--- config.mk ---
export PLATFORM = sky130hd
export DESIGN_NAME = inst_fetch_unit
export DESIGN_NICKNAME = d
export VERILOG_FILES = /design/src/rtl/inst_fetch_unit.sv
export SDC_FILE = /design/constraint.sdc
export NUM_CORES = 1
export LEC_CHECK = 0
export CORE_MARGIN = 2
export CORE_UTILIZATION = 50
export CTS_BUF_LIST = sky130_fd_sc_hd__clkbuf_8
export CTS_CLUSTER_DIAMETER = 120
export DETAILED_ROUTE_END_ITERATION = 16
export PLACE_DENSITY_LB_ADDON = 0.05
export SLEW_MARGIN = 15
export SYNTH_ARGS = -nofsm -noshare
export SYNTH_HDL_FRONTEND = slang
export SYNTH_SLANG_ARGS = --single-unit
--- constraint.sdc ---
create_clock -name clk_i -period 4.1 [get_ports clk_i]
set_input_delay 1.23 -clock clk_i [delete_from_list [all_inputs] [get_ports clk_i]]
set_output_delay 1.23 -clock clk_i [all_outputs]
set_load 0.05 [all_outputs]
--- src/rtl/inst_fetch_unit.sv ---
// Instruction-fetch stage: owns the PC, issues one word read per cycle to a
// latency-1 instruction memory and buffers returned words in a prefetch queue.
//
//   state   | meaning
//   --------+------------------------------------------------------------
//   ST_BOOT | single idle cycle after reset release, no request issued
//   ST_RUN  | issue one request per cycle while queue has room
//   ST_HALT | no new requests; in-flight response and decode drain continue
module inst_fetch_unit #(
  parameter int unsigned       ADDR_W     = 32,
  parameter int unsigned       INSTR_W    = 32,
  parameter logic [ADDR_W-1:0] RESET_PC   = '0,
  parameter int unsigned       PC_STEP    = 4,
  parameter int unsigned       FIFO_DEPTH = 4
) (
  input  logic               clk_i,
  input  logic               rst_ni,
  output logic               imem_req_o,
  output logic [ADDR_W-1:0]  imem_addr_o,
  input  logic [INSTR_W-1:0] imem_rdata_i,
  input  logic               redirect_i,
  input  logic [ADDR_W-1:0]  redirect_pc_i,
  input  logic               halt_i,
  output logic               out_valid_o,
  input  logic               out_ready_i,
  output logic [INSTR_W-1:0] out_instr_o,
  output logic [ADDR_W-1:0]  out_pc_o,
  output logic [ADDR_W-1:0]  out_npc_o,
  output logic               busy_o
);

  localparam int unsigned       PTR_W = $clog2(FIFO_DEPTH);
  localparam int unsigned       CNT_W = PTR_W + 1;
  localparam int unsigned       OCC_W = CNT_W + 1;
  localparam logic [ADDR_W-1:0] STEP  = ADDR_W'(PC_STEP);
  localparam logic [OCC_W-1:0]  DEPTH = OCC_W'(FIFO_DEPTH);

  typedef enum logic [1:0] {ST_BOOT, ST_RUN, ST_HALT} state_e;

  state_e             state_q, state_d;
  logic [ADDR_W-1:0]  pc_q, pc_d;
  logic [ADDR_W-1:0]  req_pc_q, req_pc_d;
  logic               inflight_q, inflight_d;
  logic [PTR_W-1:0]   wr_ptr_q, wr_ptr_d;
  logic [PTR_W-1:0]   rd_ptr_q, rd_ptr_d;
  logic [CNT_W-1:0]   count_q, count_d;

  logic [INSTR_W-1:0] instr_mem_q [FIFO_DEPTH];
  logic [ADDR_W-1:0]  pc_mem_q    [FIFO_DEPTH];
  logic [ADDR_W-1:0]  npc_mem_q   [FIFO_DEPTH];

  logic               push, pop, issue, not_empty;
  logic [OCC_W-1:0]   occupancy;

  assign not_empty = (count_q != '0);
  // An outstanding request already owns a queue slot, so it counts as occupied.
  assign occupancy = {1'b0, count_q} + {{CNT_W{1'b0}}, inflight_q};

  always_comb begin
    state_d    = state_q;
    pc_d       = pc_q;
    req_pc_d   = req_pc_q;
    inflight_d = 1'b0;
    wr_ptr_d   = wr_ptr_q;
    rd_ptr_d   = rd_ptr_q;
    count_d    = count_q;
    push       = 1'b0;
    pop        = not_empty & out_ready_i;
    issue      = (state_q == ST_RUN) & ~halt_i & ~redirect_i & (occupancy < DEPTH);

    case (state_q)
      ST_BOOT: state_d = halt_i ? ST_HALT : ST_RUN;
      ST_RUN:  state_d = halt_i ? ST_HALT : ST_RUN;
      ST_HALT: state_d = halt_i ? ST_HALT : ST_RUN;
      default: state_d = ST_BOOT;
    endcase

    if (redirect_i) begin
      // Flush everything; the response landing this cycle is simply not pushed.
      pc_d     = redirect_pc_i;
      wr_ptr_d = '0;
      rd_ptr_d = '0;
      count_d  = '0;
    end else begin
      push = inflight_q;
      if (push) wr_ptr_d = wr_ptr_q + PTR_W'(1);
      if (pop)  rd_ptr_d = rd_ptr_q + PTR_W'(1);
      case ({push, pop})
        2'b10:   count_d = count_q + CNT_W'(1);
        2'b01:   count_d = count_q - CNT_W'(1);
        default: count_d = count_q;
      endcase
      if (issue) begin
        pc_d       = pc_q + STEP;
        req_pc_d   = pc_q;
        inflight_d = 1'b1;
      end
    end
  end

  always_ff @(posedge clk_i or negedge rst_ni) begin
    if (!rst_ni) begin
      state_q    <= ST_BOOT;
      pc_q       <= RESET_PC;
      req_pc_q   <= RESET_PC;
      inflight_q <= 1'b0;
      wr_ptr_q   <= '0;
      rd_ptr_q   <= '0;
      count_q    <= '0;
    end else begin
      state_q    <= state_d;
      pc_q       <= pc_d;
      req_pc_q   <= req_pc_d;
      inflight_q <= inflight_d;
      wr_ptr_q   <= wr_ptr_d;
      rd_ptr_q   <= rd_ptr_d;
      count_q    <= count_d;
    end
  end

  always_ff @(posedge clk_i) begin
    if (push) begin
      instr_mem_q[wr_ptr_q] <= imem_rdata_i;
      pc_mem_q[wr_ptr_q]    <= req_pc_q;
      npc_mem_q[wr_ptr_q]   <= req_pc_q + STEP;
    end
  end

  assign imem_req_o  = issue;
  assign imem_addr_o = pc_q;
  assign out_valid_o = not_empty;
  // Head fields read as zero when the queue is empty.
  assign out_instr_o = not_empty ? instr_mem_q[rd_ptr_q] : '0;
  assign out_pc_o    = not_empty ? pc_mem_q[rd_ptr_q]    : '0;
  assign out_npc_o   = not_empty ? npc_mem_q[rd_ptr_q]   : '0;
  assign busy_o      = inflight_q | not_empty;

endmodule

; ---- Word level (Yosys, flattened, before mapping)
; Memories as Yosys holds them, arrays and structs flattened.
; Index checks and enable logic that the tools add are counted.
[totals]
reg_bits = 74
ram_bits = 384
out_inout_bits = 131
wordCells = 55
mem_count = 3
[memory_table]
columns = name, words, word_bits, rd, rd_clocked_by_memory_dff, wr, line_no
row1 = instr_mem_q, 4, 32, 1, 0, 1, 48  ; logic [INSTR_W-1:0] instr_mem_q [FIFO_DEPTH];
row2 = npc_mem_q, 4, 32, 1, 0, 1, 50  ; logic [ADDR_W-1:0] npc_mem_q [FIFO_DEPTH];
row3 = pc_mem_q, 4, 32, 1, 0, 1, 49  ; logic [ADDR_W-1:0] pc_mem_q [FIFO_DEPTH];
[op_classes]
add_sub_neg = 7
order_cmp = 1
n_eq_ne = 4
muxes = 18
bitwise = 7
n_reduce_logical = 8
[op_table]
columns = cell, count
row1 = $mux 32, 5
row2 = $add 32x3->32 const B, 2
row3 = $mux 2, 6
row4 = $pmux 3 s2, 1
row5 = $reduce_bool 2->1, 3
row6 = $reduce_bool 3->1, 2
row7 = $mux 1, 5
row8 = $add 2x1->2 const B, 2
row9 = $add 3x1->4, 1
row10 = $and 1x1->1, 4
row11 = $eq 2x1->1 const B, 2
row12 = $eq 2x2->1 const B, 2
row13 = $lt 4x3->1 const B, 1
row14 = $add 3x1->3 const B, 1
row15 = $mux 3, 1
row16 = $reduce_or 3->1, 1
row17 = $sub 3x1->3 const B, 1
row18 = $logic_not 2->1, 1
row19 = $not 1->1, 2
row20 = $reduce_and 2->1, 1
row21 = $or 1x1->1, 1

; ---- Logic depth before layout (Yosys ltp)
[logic_depth]
word_depth = 6
depth_mapped = 7
ltp_nobuf = 6

; ---- Worst setup path before layout
; Ideal clock, no wire load.
[synth_path]
kind = input port to flip-flop
from = input port redirect_i
to = memory instr_mem_q[0][0] (enable)
setup_time_ns = 0.464
t_arrival_ns = 3.804
required_time_ns = 3.636
path_slack_ns = -0.168
stages = 3
path_cell_list = clkbuf_1 -> nor2b_1 -> and2_1
[synth_between]
elab_chain_cells = 3
[synth_rtl]
columns = element, line_no
row1 = "start, declared", 21  ; input logic redirect_i,
row2 = $mux 1, 78  ; if (redirect_i) begin
row3 = $mux 1, 122  ; if (push) begin
row4 = $mux 1 (not written as such), 123  ; instr_mem_q[wr_ptr_q] <= imem_rdata_i;
row5 = "end, declared", 48
; Every way passes these cells.

; ---- Final worst setup path
[layout_path]
from = register rd_ptr_q[0]
to = output port out_pc_o[30]
[layout_between]
elab_chain_cells = 2
[layout_rtl]
columns = element, line_no
row1 = "start, declared", 45  ; logic [PTR_W-1:0] rd_ptr_q, rd_ptr_d;
row2 = "start signal, assigned", 116  ; rd_ptr_q <= rd_ptr_d;
row3 = $mem_v2 4x32, --
row4 = $mux 32, 134  ; assign out_pc_o = not_empty ? pc_mem_q[rd_ptr_q] : '0;
row5 = "end, declared", 27  ; output logic [ADDR_W-1:0] out_pc_o,
; Every way passes these cells.

==> impl_metrics.ini <==
[worst_setup_path]
cpMaxStageDelayCell = clkdlybuf4s50_1
worstSetupPathType = register to output port
startpoint_type = register
crit_family = buffers and inverters
path_cells = buf_12 -> mux4_2 -> and2_1 -> clkdlybuf4s50_1
critPathMaxFanout = 25
arrival_ps = 2750
cp.required_ps = 2870
critPathCaptureType = output port
crit_cells = 4
slowest_delay_ps = 710
r2r_cells = 7
worst-path-buf-inv = 2

[floorplanning]
dieArea_sq_um = 38130
rows = 70
die_w_um = 195.3
die-height_um = 195.3
start_util_pct = 50.33
coreArea_sq_um = 36350
pin_count = 200

[detailed_routing]
drcViolationCount = 0
via_per_inst = 5.568
detailroute.via_count = 10010
wl_mm = 38.96
ant_nets = 0
drtIter0Drc = 566
drtPass1Iterations = 4
wl_per_cell_um = 21.68

[sta]
fin_crit_sh_pct = 96.99
tns_ps = 0
hold_viol = 0
setup_viol = 0
max_freq_mhz = 251.5
tightestPinTransition_ps = 958.0
fin_crit_ps = 3977
rsz0062_at_grt = no
final_max_slew_viol_count = 0
holdWs_ps = 500.6
setup_slack_ps = 123.3
slew_headroom_pct = 36.14
clock_skew_ps = 15.07

[placed_design]
dpl.hpwl_mm = 23.92
place_congestion = 0.8502
dpl_worst_slack_ps = 280.5
numPortBuffers = 199

[worst_hold_path]
whs_path_depth = 1
hold_path.class = register to register

[layout]
fin_nets = 1347
n_antenna_cell = 0
layout-drive-gt1-share_pct = 23.40
area_growth_syn_to_layout_pct = 21.70
final.fill_count = 2739
postLayoutCoreUtil_pct = 61.25
final_cell_mix = edfxtp_1 (376), clkdlybuf4s50_1 (113), and2_1 (95)
final_common_cell = edfxtp_1

[clock_network]
cts_buffers = 75
insertion_delay_ps = 610
cts_tree = built
root_buffer = clkbuf_8
clk_pin_slew_ps = 60
cts_setup_buffers = 0
htreeDepth = 3
cts_buffer_depth = 3
cts.hold.buffers_added = 0
clkSinkCount = 450

[synth]
ys_seq_area_share_pct = 71.85
ys_ff_latch = 450
ys_types = 42
ys.flop_type = edfxtp_1
syn_area_sq_um = 18290
syn_nets = 1096
yosys_warnings = 0
synth_edf_count = 376
postSynthCellCount = 1020
async_flop_share_pct = 16.44
avgSynthCellArea_sq_um = 17.93

[power_and_ir_drop]
p_leak_nw = 7.769
vdd_drop_max_v = 0.0004156
power_density_nw_per_um2 = 682.4

[global_routing]
grt_max_degree = 75
antenna_found_initial = 0
grt_overflow = 0
grt_pass1_vias = 10450
grt_pass1_wl_mm = 60.72
grt_use_total_pct = 21.05

[run]
maxCapViolCount = 0

[status]
status = complete, no violations
[sequential cells by signal, summed over array words and instances, names as in the netlist]
register and count:
count_q 3, instr_mem_q 128, wr_ptr_q 2, state_q 2, rd_ptr_q 2, pc_mem_q 122
inflight_q 1, npc_mem_q 126, imem_addr_o 32, req_pc_q 32
[where the power goes]
group	switching (mW)	leakage (nW)	internal [mW]
combinational	3.61	2.69	1.91
sequential	0.479	4.25	5.53
clock	1.72	0.827	1.94
[worst register-to-register path, stage by stage (launching register included)]
cell,delay [ps]
dfrtp_1,370
buf_4,160
nor4b_4,240
buf_4,190
nand4_1,320
buf_4,320
or4_1,460
a31oi_1,160
[per-stage QoR]
step	cells	power [mW]	instance area (sq um)
finish	1797	15.19	22260
global route	1797	15.89	22260
CTS	1797	15.42	22260
detailed placement	1662	11.88	20910
global placement	1662	11.81	20910
floorplan	1020	9.883	18300
[per-layer routing]
metal	GRT usage (%)	share of wire, %
met5	0	0
met4	7.125	1.6
met3	4.301	5.5
met2	32.91	47
met1	29.96	46
[logic make-up (layout without fill, tap and decap cells)]
group / Yosys count / count (layout) / share of synthesized area [%]
fa+ha+maj: 7 / 7 / 0.5198
mux: 132 / 132 / 13.89
xor+xnor: 39 / 39 / 1.867
compound gates: 55 / 55 / 1.847
buf+inv: 64 / 373 / 1.477
simple gates: 273 / 273 / 8.550
flops: 450 / 450 / 71.85
[worst paths after layout]
kind / start / to / slack (ps)
hold / removal: state_q[0] / state_q[0] / 500
max in group asynchronous: rst_ni / rd_ptr_q[1] / 2610
hold reg to reg: state_q[0] / state_q[0] / 500
setup / recovery: rd_ptr_q[0] / out_pc_o[30] / 120
min in group asynchronous: rst_ni / state_q[0] / 790
setup reg to reg: count_q[2] / imem_addr_o[23] / 1800
[Yosys cell counts (10+ instances only)]
library cell	n	area, sq um
nand3_1	23	115.1
xor2_1	25	219.0
nand2_1	31	116.4
nor3_1	10	50.05
mux4_2	94	2117
xnor2_1	14	122.6
clkbuf_1	35	131.4
inv_1	10	37.54
or4_1	10	75.07
nor2_1	34	127.6
and2_1	99	619.3
mux2_2	35	394.1
edfxtp_1	376	11290
o31ai_1	10	75.07
or3_1	14	87.58
nand4_1	17	106.4
a31oi_1	20	125.1
dfrtp_1	74	1852
o21ai_0	19	95.09
buf_2	12	60.06
[timing repair]
item	4_1_cts	5_1_grt
resized for setup	37	1
endpoints found under the hold margin	0	0
gates cloned	0	0
setup endpoints to repair	37	1
[layout make-up]
class                   count  area, sq um  area share, %
flip-flops and latches    450        13150          59.07
multi-input cells         506         4898          22.00
repair buffers            227         2188          9.830
clock buffers              84         1156          5.193
well taps                 468        585.6          2.630
clock inverters            51        241.5          1.085
inverters                  11        41.29         0.1855
(Power assumes the default switching activity.)
